===== config.mk =====
export PLATFORM = sky130hd
export DESIGN_NAME = lsu_bus_master
export DESIGN_NICKNAME = d
export VERILOG_FILES = /design/src/rtl/lsu_bus_master_pkg.sv /design/src/rtl/lsu_load_extend.sv /design/src/rtl/lsu_bus_master.sv
export SDC_FILE = /design/constraint.sdc
export NUM_CORES = 1
export LEC_CHECK = 0
export BUFFER_PORTS_ARGS = -buffer_cell sky130_fd_sc_hd__buf_2
export CAP_MARGIN = 20
export CORE_MARGIN = 4
export CORE_UTILIZATION = 50
export CTS_CLUSTER_SIZE = 10
export DETAILED_ROUTE_END_ITERATION = 7
export GPL_ROUTABILITY_DRIVEN = 0
export HOLD_SLACK_MARGIN = 0.08
export PLACE_DENSITY = 0.83
export SYNTH_ARGS = -nofsm -noshare
export SYNTH_HDL_FRONTEND = slang
export SYNTH_SLANG_ARGS = --single-unit

===== constraint.sdc =====
create_clock -name clk_i -period 2.2 [get_ports clk_i]
set_input_delay 0.33 -clock clk_i [delete_from_list [all_inputs] [get_ports clk_i]]
set_output_delay 0.33 -clock clk_i [all_outputs]
set_load 0.01 [all_outputs]

===== src/rtl/lsu_bus_master_pkg.sv =====
// lsu_bus_master_pkg: shared width, lane-size and FSM state encodings for the LSU bus master.
package lsu_bus_master_pkg;
    localparam int LSU_DATA_WIDTH = 32;
    localparam logic [1:0] LSU_BYTE = 2'b00;
    localparam logic [1:0] LSU_HALF = 2'b01;
    localparam logic [1:0] LSU_WORD = 2'b10;
    localparam logic [1:0] S_IDLE = 2'd0;
    localparam logic [1:0] S_REQ  = 2'd1;
    localparam logic [1:0] S_WAIT = 2'd2;
    localparam logic [1:0] S_RESP = 2'd3;
endpackage


===== src/rtl/lsu_load_extend.sv =====
// lsu_load_extend: aligns a captured read word to its byte lane and sign/zero extends it.
module lsu_load_extend
    import lsu_bus_master_pkg::*;
(
    input  logic [31:0] i_rdata,
    input  logic [1:0]  i_lane,
    input  logic [1:0]  i_width,
    input  logic        i_sext,
    output logic [31:0] o_data
);
    logic [31:0] w_sh;
    assign w_sh   = i_rdata >> {i_lane, 3'b000};
    assign o_data = (i_width == LSU_BYTE) ? {{24{i_sext & w_sh[7]}}, w_sh[7:0]} :
                    (i_width == LSU_HALF) ? {{16{i_sext & w_sh[15]}}, w_sh[15:0]} : i_rdata;
endmodule


===== src/rtl/lsu_bus_master.sv =====
// lsu_bus_master: single-outstanding load/store master driving a byte-write RAM slave
// with alignment checks, lane replication, response timeout and load extension.
module lsu_bus_master
    import lsu_bus_master_pkg::*;
#(
    parameter int DATA_WIDTH     = LSU_DATA_WIDTH,
    parameter int TIMEOUT_CYCLES = 16
)(
    input  logic                  clk_i,
    input  logic                  rstn_i,
    input  logic                  req_i,
    output logic                  ready_o,
    input  logic                  store_i,
    input  logic [1:0]            width_i,
    input  logic                  sext_i,
    input  logic [31:0]           addr_i,
    input  logic [DATA_WIDTH-1:0] wdata_i,
    output logic                  rvalid_o,
    output logic [DATA_WIDTH-1:0] rdata_o,
    output logic                  align_err_o,
    output logic                  bus_err_o,
    output logic                  stb_o,
    output logic [3:0]            we_o,
    output logic [31:0]           addr_o,
    output logic [DATA_WIDTH-1:0] wdata_o,
    input  logic [DATA_WIDTH-1:0] rdata_i,
    input  logic                  ack_i,
    input  logic                  err_i
);
    localparam int CW = (TIMEOUT_CYCLES > 2) ? $clog2(TIMEOUT_CYCLES) : 1;

    logic [1:0]            r_state;
    logic                  r_store;
    logic [1:0]            r_width;
    logic                  r_sext;
    logic [1:0]            r_lane;
    logic [31:0]           r_addr;
    logic [DATA_WIDTH-1:0] r_wdata;
    logic [DATA_WIDTH-1:0] r_rdata;
    logic [3:0]            r_we;
    logic [CW-1:0]         r_cnt;
    logic                  r_align_err;
    logic                  r_bus_err;
    logic                  w_misalign;
    logic                  w_timeout;
    logic [3:0]            w_we;
    logic [DATA_WIDTH-1:0] w_wdata;
    logic [DATA_WIDTH-1:0] w_ext;

    assign w_misalign = (width_i == 2'b11) || (width_i == LSU_HALF && addr_i[0]) ||
                        (width_i == LSU_WORD && addr_i[1:0] != 2'b00);
    assign w_we       = (width_i == LSU_BYTE) ? 4'b0001 << addr_i[1:0] :
                        (width_i == LSU_HALF) ? 4'b0011 << addr_i[1:0] : 4'b1111;
    assign w_wdata    = (width_i == LSU_BYTE) ? {4{wdata_i[7:0]}} :
                        (width_i == LSU_HALF) ? {2{wdata_i[15:0]}} : wdata_i;
    assign w_timeout  = r_cnt == CW'(TIMEOUT_CYCLES - 1);

    lsu_load_extend u_ext (
        .i_rdata (r_rdata),
        .i_lane  (r_lane),
        .i_width (r_width),
        .i_sext  (r_sext),
        .o_data  (w_ext)
    );

    assign ready_o     = r_state == S_IDLE;
    assign stb_o       = r_state == S_REQ;
    assign rvalid_o    = r_state == S_RESP;
    assign align_err_o = rvalid_o & r_align_err;
    assign bus_err_o   = rvalid_o & r_bus_err;
    assign we_o        = r_we;
    assign addr_o      = r_addr;
    assign wdata_o     = r_wdata;
    assign rdata_o     = (rvalid_o && !r_store && !r_align_err && !r_bus_err) ? w_ext : '0;

    always_ff @(posedge clk_i or negedge rstn_i) begin
        if (!rstn_i) begin
            r_state     <= S_IDLE;
            r_store     <= 1'b0;
            r_width     <= LSU_BYTE;
            r_sext      <= 1'b0;
            r_lane      <= 2'b00;
            r_addr      <= '0;
            r_wdata     <= '0;
            r_rdata     <= '0;
            r_we        <= 4'b0000;
            r_cnt       <= '0;
            r_align_err <= 1'b0;
            r_bus_err   <= 1'b0;
        end else begin
            case (r_state)
                S_IDLE: if (req_i) begin
                    r_store     <= store_i;
                    r_width     <= width_i;
                    r_sext      <= sext_i;
                    r_lane      <= addr_i[1:0];
                    r_addr      <= {addr_i[31:2], 2'b00};
                    r_wdata     <= w_wdata;
                    r_we        <= (store_i && !w_misalign) ? w_we : 4'b0000;
                    r_align_err <= w_misalign;
                    r_bus_err   <= 1'b0;
                    r_state     <= w_misalign ? S_RESP : S_REQ;
                end
                S_REQ: begin
                    r_cnt     <= '0;
                    r_rdata   <= rdata_i;
                    r_bus_err <= err_i;
                    r_state   <= (ack_i || err_i) ? S_RESP : S_WAIT;
                end
                S_WAIT: if (ack_i || err_i || w_timeout) begin
                    // err wins over a simultaneous ack; no response at all is a timeout
                    r_rdata   <= rdata_i;
                    r_bus_err <= err_i || !ack_i;
                    r_state   <= S_RESP;
                end else begin
                    r_cnt <= r_cnt + 1'b1;
                end
                default: begin
                    r_we    <= 4'b0000;
                    r_state <= S_IDLE;
                end
            endcase
        end
    end
endmodule

==> results of run 1 <==
## routing by layer
metal / vias up / part of all wire (%) / routed length [um] / track usage, %
met3: 27 / 9.3 / 1460 / 7.75
li1: 2223 / - / - / -
met5: - / 0 / 0 / 0
met1: 2323 / 37 / 5790 / 27.5
met2: 217 / 52 / 8100 / 41.1
met4: 0 / 2.2 / 345 / 9.54
## worst paths after layout
check                                         from                      end
max                          r_lane[0]$_DFFE_PN0P_              rdata_o[25]
min                                     rdata_i[3]   r_rdata[3]$_DFFE_PN0P_
max reg2reg                 r_state[0]$_DFFE_PN0P_  r_rdata[23]$_DFFE_PN0P_
min reg2reg                wdata_o[31]$_DFFE_PN0P_  wdata_o[31]$_DFFE_PN0P_
max in group asynchronous                   rstn_i    r_lane[1]$_DFFE_PN0P_
min in group asynchronous                   rstn_i   addr_o[20]$_DFFE_PN0P_
## cell usage after synthesis, drive strengths merged (2+ instances only)
| library cell | n | area, um^2 |
|---|---|---|
| o221a | 7 | 78.8 |
| ha | 10 | 125 |
| nor3b | 2 | 20.0 |
| dfrtp | 112 | 2800 |
| o21ai | 36 | 180 |
| mux2i | 26 | 260 |
| nand2 | 57 | 214 |
| a21o | 8 | 60.1 |
| a21oi | 51 | 293 |
| clkbuf | 16 | 60.1 |
| a222oi | 6 | 60.1 |
| nor2b | 16 | 100 |
| inv | 6 | 22.5 |
| mux2 | 77 | 867 |
| o22ai | 2 | 12.5 |
| or2 | 2 | 12.5 |
| xor2 | 2 | 17.5 |
| and2 | 2 | 12.5 |
| a211oi | 2 | 15.0 |
| buf | 18 | 92.6 |
| nand2b | 5 | 31.3 |
| nor2 | 25 | 96.4 |
| nand3 | 6 | 30.0 |
## cell families (layout without fill, tap and decap cells)
logic type | Yosys count | count (layout) | synth area share (%)
simple gates | 121 | 121 | 10.1
compound gates | 119 | 120 | 13.6
flops | 112 | 112 | 50.3
mux | 103 | 103 | 20.2
buf+inv | 40 | 257 | 3.14
fa+ha+maj | 10 | 10 | 2.24
xor+xnor | 2 | 2 | 0.314
other cells | 1 | 2 | 0.0673
## cell usage in the layout, fill, tap and decap left out, drive strengths merged, types with 5 or more instances in the layout
cell,count
buf,233
dfrtp,112
mux2,77
nand2,57
a21oi,51
o21ai,36
mux2i,26
nor2,25
nor2b,16
ha,10
clkbuf,10
a21o,8
inv,8
o221a,7
a222oi,6
nand3,6
nand2b,5
## flip-flops by register name (all words and copies together) (netlist names), 2 cells and up
register and flops:
addr_o 30, r_cnt 4, r_lane 2, r_rdata 32
r_state 2, r_width 2, wdata_o 32, we_o 4
## where the power goes
| group | switching [mW] | leakage [nW] | internal [mW] |
|---|---|---|---|
| Sequential | 0.770 | 1.35 | 3.06 |
| Clock | 0.740 | 0.108 | 0.655 |
| Combinational | 2.84 | 2.17 | 2.73 |
| Total | 4.35 | 3.63 | 6.44 |
## per-stage QoR
stage               power [mW]  hold WS [ns]  utilization, %
floorplan                 6.88        0.0344               -
global placement          8.44         0.458            62.8
detailed placement        8.71         0.462            62.8
CTS                       10.3         0.141            65.9
global route              11.5         0.143            67.8
finish                    10.8         0.161            67.8
## repair_timing
item | 4_1_cts | 5_1_grt
pin swaps | 4 | 5
hold buffers | 1 | 0
resized for setup | 16 | 40
buffers inserted | 4 | 3
setup endpoints to repair | 32 | 64
hold endpoints to repair | 112 | 0
gates cloned | 1 | 1
## critical path, cell delays in order, from the launching register on
cell and delay (ns):
sky130_fd_sc_hd__dfrtp_1 0.46, sky130_fd_sc_hd__buf_4 0.16, sky130_fd_sc_hd__or3_4 0.41, sky130_fd_sc_hd__a311o_2 0.50, sky130_fd_sc_hd__a21oi_2 0.16, sky130_fd_sc_hd__buf_2 0.14
## layout make-up
type,count,area (um^2)
well taps,140,175
inverters,6,22.5
clock buffers,9,124
flip-flops and latches,112,2800
fillers,771,3510
clock inverters,7,104
multi-input cells,358,2760
repair buffers,235,1390
==> results.md, run 1 <==
STA:
- Setup repair after global routing could not meet its margin everywhere.
- The achievable clock frequency is 393 MHz.
- The final critical delay including setup and external delays is 2.54 ns.
- The minimum setup slack in the final design is -0.343 ns.
- After layout, the worst path uses 116% of the clock period.
- Clock skew on the completed layout was measured at 0.00925 ns.
- The final-report max-slew violation count is 0.
- The final total negative setup slack is -7.82 ns.
- The total count of hold-check failures in the final report came to 0.
- The slew at the pin closest to its max-slew limit is 0.584 ns.
- Setup violations remaining at the end of the flow were counted as 31.
- The worst slew margin relative to its limit is 61.1%.

Placement:
- The cell total after placement is 841.
- Detailed placement finished with a half-perimeter wire length of 11.2 mm.
- At the placement stage, the worst setup path has a slack of roughly 0.057 ns.
- Port buffering added 207 buffers.
- The placed instances occupy a cell area of 0.00684 mm^2.

Detailed routing:
- The number of iterations in the first detailed-routing pass is 7.
- The average routed wire per standard cell is 18.1 um.
- The number of design-rule violations left by the first detailed-router iteration is 278.
- The final layout contains routed wiring with a total length of 15.7 mm.
- The count of nets left with antenna violations once routing finished came out at 0.
- The detailed router placed 4790 vias in this run.
- After detailed routing, the number of vias per cell comes to 5.52.
- The DRC violations left is 0.

Floorplan:
- Pin placement for this block handled 210 I/O pins.
- The count of standard-cell rows is 38.
- The die covers 0.0129 mm^2.
- The area of the core is 0.0109 mm^2.
- The effective utilization at floorplan is 51.2%.
- Measured along the x axis, the die boundary spans 114 um.
- The vertical die dimension is between 100 and 150 um.

Power:
- IR analysis of the VDD net gives a maximum drop of slightly above 0.8 mV.
- The analysis attributes to cell leakage a power of roughly 3.6 nW.
- In this run the power density over the cells is 1460 mW/mm^2.

Logic synthesis:
- The number of unique standard cell types used by synthesis is 44.
- The count of flip-flops with a built-in enable after synthesis is 0.
- In this run, synthesis produced a sequential element count of 112.
- The fraction of registers with async set/reset is 100%.
- The total number of yosys warnings is 0.
- The mapped netlist covers between 0.005 and 0.006 mm^2.
- The most frequently used flop master after synthesis is sky130_fd_sc_hd__dfrtp_1.
- For this run, the register share of the synthesized area comes to 50.3%.
- A synthesized cell averages 11.0 um^2.
- The cell count after synthesis came out at 508.

Setup path:
- Data on the critical path is required at its endpoint by ~1.9 ns.
- Data on the critical path arrives at its endpoint at 2.21 ns.
- The worst setup path is of the register to output pin kind.
- The worst setup path is captured at an output pin.
- The minimum setup slack among reg-to-reg paths is roughly 0.12 ns.
- The worst-path maximum fanout is 8.
- The worst setup path is launched from a register.
- The number of cell instances on the worst register-to-register path is 8.

Final layout:
- The number of nets at the end of the flow is 837.
- Compared with the post-synthesis result, the final layout area differs by 32.4%.
- The number of diodes is 0.
- The share of final-layout standard cells stronger than drive strength 1 is 52.4%.
- After routing the design area is ~0.0074 mm^2.
- For this run, the number of standard cells in the final layout without fillers is 867.

GRT:
- Entering global routing, the biggest net connects ~110 pins.
- The number of global-route vias before repair is 5016.
- The overflow left after global routing is 0.
- The number of antenna violations at the first check in global routing is 0.
- The total global routing track utilization is 23.8%.
- The first global-routing pass estimated 24.4 mm of wire.

Run status:
- The run finished, with violations left.
- The checks that failed: setup timing.

Clock tree:
- The clock latency on the worst-skew pair is 0.39 ns.
- The tree is rooted in a sky130_fd_sc_hd__clkbuf_8.
- TritonCTS built the clock tree.
- The maximum root-to-sink buffer count is 2.
- The H-tree level count is 3.
- The clock drives 112 sinks.
- The number of clock buffers inserted by TritonCTS is 9.
- The clock-pin slew on the worst setup and hold paths is 0.11 ns.

Run:
- Max-cap violations in this run came to 0.

Worst hold path:
- The worst hold path belongs to the class input port to register.
- The cell depth of the worst min-delay path is 2.
Note: power is estimated with default switching activity, not from simulation.
==> run 2: changes to the inputs <==
--- a/config.mk
+++ b/config.mk
@@ -8,12 +8,13 @@
 export BUFFER_PORTS_ARGS = -buffer_cell sky130_fd_sc_hd__buf_2
 export CAP_MARGIN = 20
 export CORE_MARGIN = 4
-export CORE_UTILIZATION = 50
+export CORE_UTILIZATION = 54
 export CTS_CLUSTER_SIZE = 10
 export DETAILED_ROUTE_END_ITERATION = 7
 export GPL_ROUTABILITY_DRIVEN = 0
 export HOLD_SLACK_MARGIN = 0.08
-export PLACE_DENSITY = 0.83
+export PLACE_DENSITY = 0.87
 export SYNTH_ARGS = -nofsm -noshare
 export SYNTH_HDL_FRONTEND = slang
+export SYNTH_HIERARCHICAL = 1
 export SYNTH_SLANG_ARGS = --single-unit
==> constraint.sdc (replaced) <==
create_clock -name clk_i -period 2.93 [get_ports clk_i]
set_input_delay 0.4395 -clock clk_i [delete_from_list [all_inputs] [get_ports clk_i]]
set_output_delay 0.4395 -clock clk_i [all_outputs]
set_load 0.01 [all_outputs]
==> results.md, run 2 <==
Run status:
- Run status: completed (was finished with violations).

STA:
- The final critical delay including setup and external delays is 2.77 ns.
- The minimum setup slack in the final design is 0.156 ns (was -0.343 ns).
- The slew at the pin closest to its max-slew limit came to 0.731 ns (was 0.584 ns).
- Unrepaired setup endpoints after global routing: false (was true).
- The worst hold margin is 0.117 ns (was 0.161 ns).
- The total count of hold-check failures in the final report is 0 (unchanged).
- The number of endpoints failing setup at the final stage is 0 (was 31).
- The largest clock skew in the final design was 0.00912 ns (was 0.00925 ns).
- The achievable clock frequency is 360 MHz.
- The worst slew margin relative to its limit came to 51.2% (was 61.1%).
- The period utilization is between 90% and 100%.
- The final-report max-slew violation count is 0 (unchanged).
- The final total negative setup slack is 0 ns (was -7.82 ns).

Placement:
- The cell total after placement is 857 (was 841).
- The detailed placement HPWL is 11.9 mm (was 11.2 mm).
- The worst slack at placement was 0.571 ns (was 0.0571 ns).
- The count of port buffers added during placement is 207 (unchanged).
- The total placed instance area was 0.00712 mm^2 (was 0.00684 mm^2).

Power:
- The proportion of power drawn by the clock network is 11.9% (was 12.9%).
- The proportion of total power due to net switching is 40.2% (was 40.3%).
- The worst-case vdd ir drop is 0.611 mV (was 0.819 mV).
- The total chip power is 7.89 mW (was 10.8 mW).
- The power spent charging and discharging nets is 3.17 mW (was 4.35 mW).
- The leakage power figure is 3.65 nW (was 3.63 nW).
- The internal power summed over all cells is 4.72 mW (was 6.44 mW).
- The power per cell area is 1080 mW/mm^2 (was 1460 mW/mm^2).
- The sequential cell fraction of total power came to 37.5% (was 35.5%).
- The power share of the combinational group is 50.6% (was 51.6%).

Logic synthesis:
- The post-synthesis instance total is 538 (was 508).
- The number of unique standard cell types used by synthesis is 48 (was 44).
- The fraction of synthesized cell area taken by the top area cell type is 46.7% (was 50.3%).
- The total number of yosys warnings is 6 (was 0).
- The most frequently used flop master after synthesis is sky130_fd_sc_hd__dfrtp_1 (unchanged).
- Top cells by count, synth: 112 x sky130_fd_sc_hd__dfrtp_1, 59 x sky130_fd_sc_hd__nand2_1, 51 x sky130_fd_sc_hd__mux2_2, 42 x sky130_fd_sc_hd__o21ai_0, 34 x sky130_fd_sc_hd__and2_1 (was 112 x sky130_fd_sc_hd__dfrtp_1, 74 x sky130_fd_sc_hd__mux2_2, 57 x sky130_fd_sc_hd__nand2_1, 41 x sky130_fd_sc_hd__a21oi_1, 36 x sky130_fd_sc_hd__o21ai_0).
- The sequential cell area fraction in the yosys report is 46.7% (was 50.3%).
- The leading cell type by number of instances after synthesis is sky130_fd_sc_hd__dfrtp_1 (unchanged).
- Dominant cells by area after synthesis: sky130_fd_sc_hd__dfrtp_1 47%, sky130_fd_sc_hd__mux2_2 9.6%, sky130_fd_sc_hd__mux2_4 7.5% (was sky130_fd_sc_hd__dfrtp_1 50%, sky130_fd_sc_hd__mux2_2 15%, sky130_fd_sc_hd__mux2i_1 4.7%).
- The top cell type by total area after synthesis is sky130_fd_sc_hd__dfrtp_1 (unchanged).
- The mean instance size in the synthesized netlist was 11.1 um^2 (was 11.0 um^2).
- The post-synthesis instance area is 0.00600 mm^2 (was 0.00557 mm^2).
- The flip-flop and latch count after synthesis is 112 (unchanged).
- The count of flip-flops with a built-in enable after synthesis was 0 (unchanged).
- The fraction of registers with async set/reset was 100% (unchanged).

Setup path:
- The category of the critical setup timing path is register to output pin (unchanged).
- The combined buffer and inverter count along the critical path is 1 (was 2).
- The highest cell delay on the worst timing path is 0.59 ns (was 0.50 ns).
- The worst reg2reg path endpoint was r_rdata[29]$_DFFE_PN0P_ (was r_rdata[23]$_DFFE_PN0P_).
- The number of cell instances on the worst register-to-register path is 7 (was 8).
- The kind of capture point of the worst setup path is an output pin (unchanged).
- The kind of cell adding the most delay to the critical path is multiplexers (was compound AO/OA/AOI/OAI gates).
- The minimum setup slack among reg-to-reg paths is 0.80 ns (was 0.12 ns).
- The number of cells on the critical path is 5 (unchanged).
- Ordered list of cells on the worst path: mux4_2 -> nor2_4 -> o31ai_1 -> and2_1 -> buf_2 (was buf_4 -> or3_4 -> a311o_2 -> a21oi_2 -> buf_2).
- The sort of element at the start of the critical path was a register (unchanged).
- The worst-path maximum fanout came to 16 (was 8).
- The worst endpoint required time is 2.49 ns (was 1.87 ns).
- The slowest library cell on the worst path is sky130_fd_sc_hd__mux4_2 (was sky130_fd_sc_hd__a311o_2).
- The signal arrival time at the worst endpoint is 2.33 ns (was 2.21 ns).
- The start of the worst register-to-register path is r_state[0]$_DFFE_PN0P_ (unchanged).

Final layout:
- The area growth from synthesis to layout came to 21.9% (was 32.4%).
- The non-filler instance count after layout is 872 (was 867).
- The fraction of the core area covered by cells at the end of the flow was 67.4% (was 67.8%).
- The post-route cell area came to 0.00731 mm^2 (was 0.00738 mm^2).
- The number of nets at the end of the flow is 843 (was 837).
- Commonest non-fill, non-tap cells in the layout: 206 x sky130_fd_sc_hd__buf_2, 111 x sky130_fd_sc_hd__dfrtp_1, 58 x sky130_fd_sc_hd__nand2_1 (was 199 x sky130_fd_sc_hd__buf_2, 111 x sky130_fd_sc_hd__dfrtp_1, 73 x sky130_fd_sc_hd__mux2_2).
- The share of final-layout standard cells stronger than drive strength 1 came to 44.5% (was 52.4%).
- The number of diodes is 0 (unchanged).
- The most common cell after layout, fill and taps aside is sky130_fd_sc_hd__buf_2 (unchanged).

Detailed routing:
- The number of iterations in the first detailed-routing pass is 5 (was 7).
- The via count normalized by instance count is 5.72 (was 5.52).
- The DRC violations left was 0 (unchanged).
- The average routed wire per standard cell is 18.4 um (was 18.1 um).
- The total vias in the final route was 4991 (was 4790).
- The number of design-rule violations left by the first detailed-router iteration is 407 (was 278).
- The remaining antenna violation count is 0 (unchanged).
- The total detailed-routing wirelength is 16.0 mm (was 15.7 mm).

GRT:
- The overflow left after global routing is 0 (unchanged).
- The number of global-route vias before repair was 4977 (was 5016).
- The total global routing track utilization is 24.9% (was 23.8%).
- The wire length of the first global-routing pass is 25.6 mm (was 24.4 mm).
- The maximum number of pins on one net before global-route repair is 69 (was 113).
- The number of antenna violations at the first check in global routing is 0 (unchanged).

Floorplan:
- The die area is 0.0129 mm^2 (about the same).
- The vertical die dimension is 113 um (was 114 um).
- The horizontal extent of the die came to 113 um (was 114 um).
- The count of standard-cell rows came to 38 (unchanged).
- The I/O pin count is 210 (unchanged).
- The area of the core is 0.0108 mm^2 (was 0.0109 mm^2).
- The effective utilization at floorplan is 55.3% (was 51.2%).

Clock tree:
- The clock latency on the worst-skew pair is 0.38 ns (was 0.39 ns).
- The clock tree from TritonCTS is done (unchanged).
- The H-tree level count is 3 (unchanged).
- The TritonCTS sink count was 112 (unchanged).
- The clock tree root buffer cell is sky130_fd_sc_hd__clkbuf_8 (unchanged).
- The clock-pin slew on the worst setup and hold paths was 0.10 ns (was 0.11 ns).
- The maximum root-to-sink buffer count is 2 (unchanged).
- The number of clock buffers inserted by TritonCTS is 9 (unchanged).

Run:
- The number of maximum-capacitance violations is 0 (unchanged).

Worst hold path:
- The path type of the worst min-delay path was input port to asynchronous set/reset pin (was input port to register).
-- run 2: how the worst max path moves through the flow --
stage	startpoint	to	slack [ns]
5_1_grt	r_width[0]$_DFFE_PN0P_	rdata_o[17]	0.03
2_1_floorplan	r_state[0]$_DFFE_PN0P_	rdata_o[10]	0.98
3_3_place_gp	r_lane[1]$_DFFE_PN0P_	rdata_o[22]	0.67
4_1_cts	r_lane[1]$_DFFE_PN0P_	rdata_o[17]	0.13
3_5_place_dp	r_lane[1]$_DFFE_PN0P_	rdata_o[17]	0.57
6_report	r_width[0]$_DFFE_PN0P_	rdata_o[17]	0.16
-- run 2: cells by family after synthesis --
group,Yosys count,share of synthesized area [%]
AND/OR/NAND/NOR,135,11.5
AO/OA/AOI/OAI,121,13.2
flip-flops,112,46.7
multiplexers,110,22.3
buffers and inverters,48,3.98
other,1,0.0625
adder cells (fa/ha/maj),10,2.09
XOR/XNOR,1,0.146
-- run 2: per-layer routing --
| metal | share of wire [%] | wire length (um) | GRT usage, % |
|---|---|---|---|
| met1 | 39 | 6260 | 31.3 |
| met2 | 50 | 7980 | 41.4 |
| met3 | 9.1 | 1460 | 6.63 |
| met4 | 2.2 | 346 | 9.05 |
| met5 | 0 | 0 | 0 |
-- run 2: power by group through the flow --
stage          logic (mW)  registers [mW]  clock network [mW]
6_report             3.99            2.96               0.940
5_1_grt              4.33            3.07                1.03
4_1_cts              3.98            2.95               0.961
3_5_place_dp         3.96            2.96                   0
3_3_place_gp         3.82            2.92                   0
2_1_floorplan        2.75            2.94                   0
-- run 2: repair_timing --
item / CTS / global route
buffers inserted: 0 / 0
resized for setup: 0 / 1
endpoints found under the setup margin: 0 / 2
hold buffers: 0 / 0
-- run 2: layout make-up --
type                            instances  area [um^2]
Multi-Input combinational cell        379         2970
Timing Repair Buffer                  216         1130
Clock inverter                          4         52.6
Fill cell                             800         3530
Clock buffer                           11          141
Sequential cell                       112         2800
Inverter                               10         37.5
Tap cell                              140          175
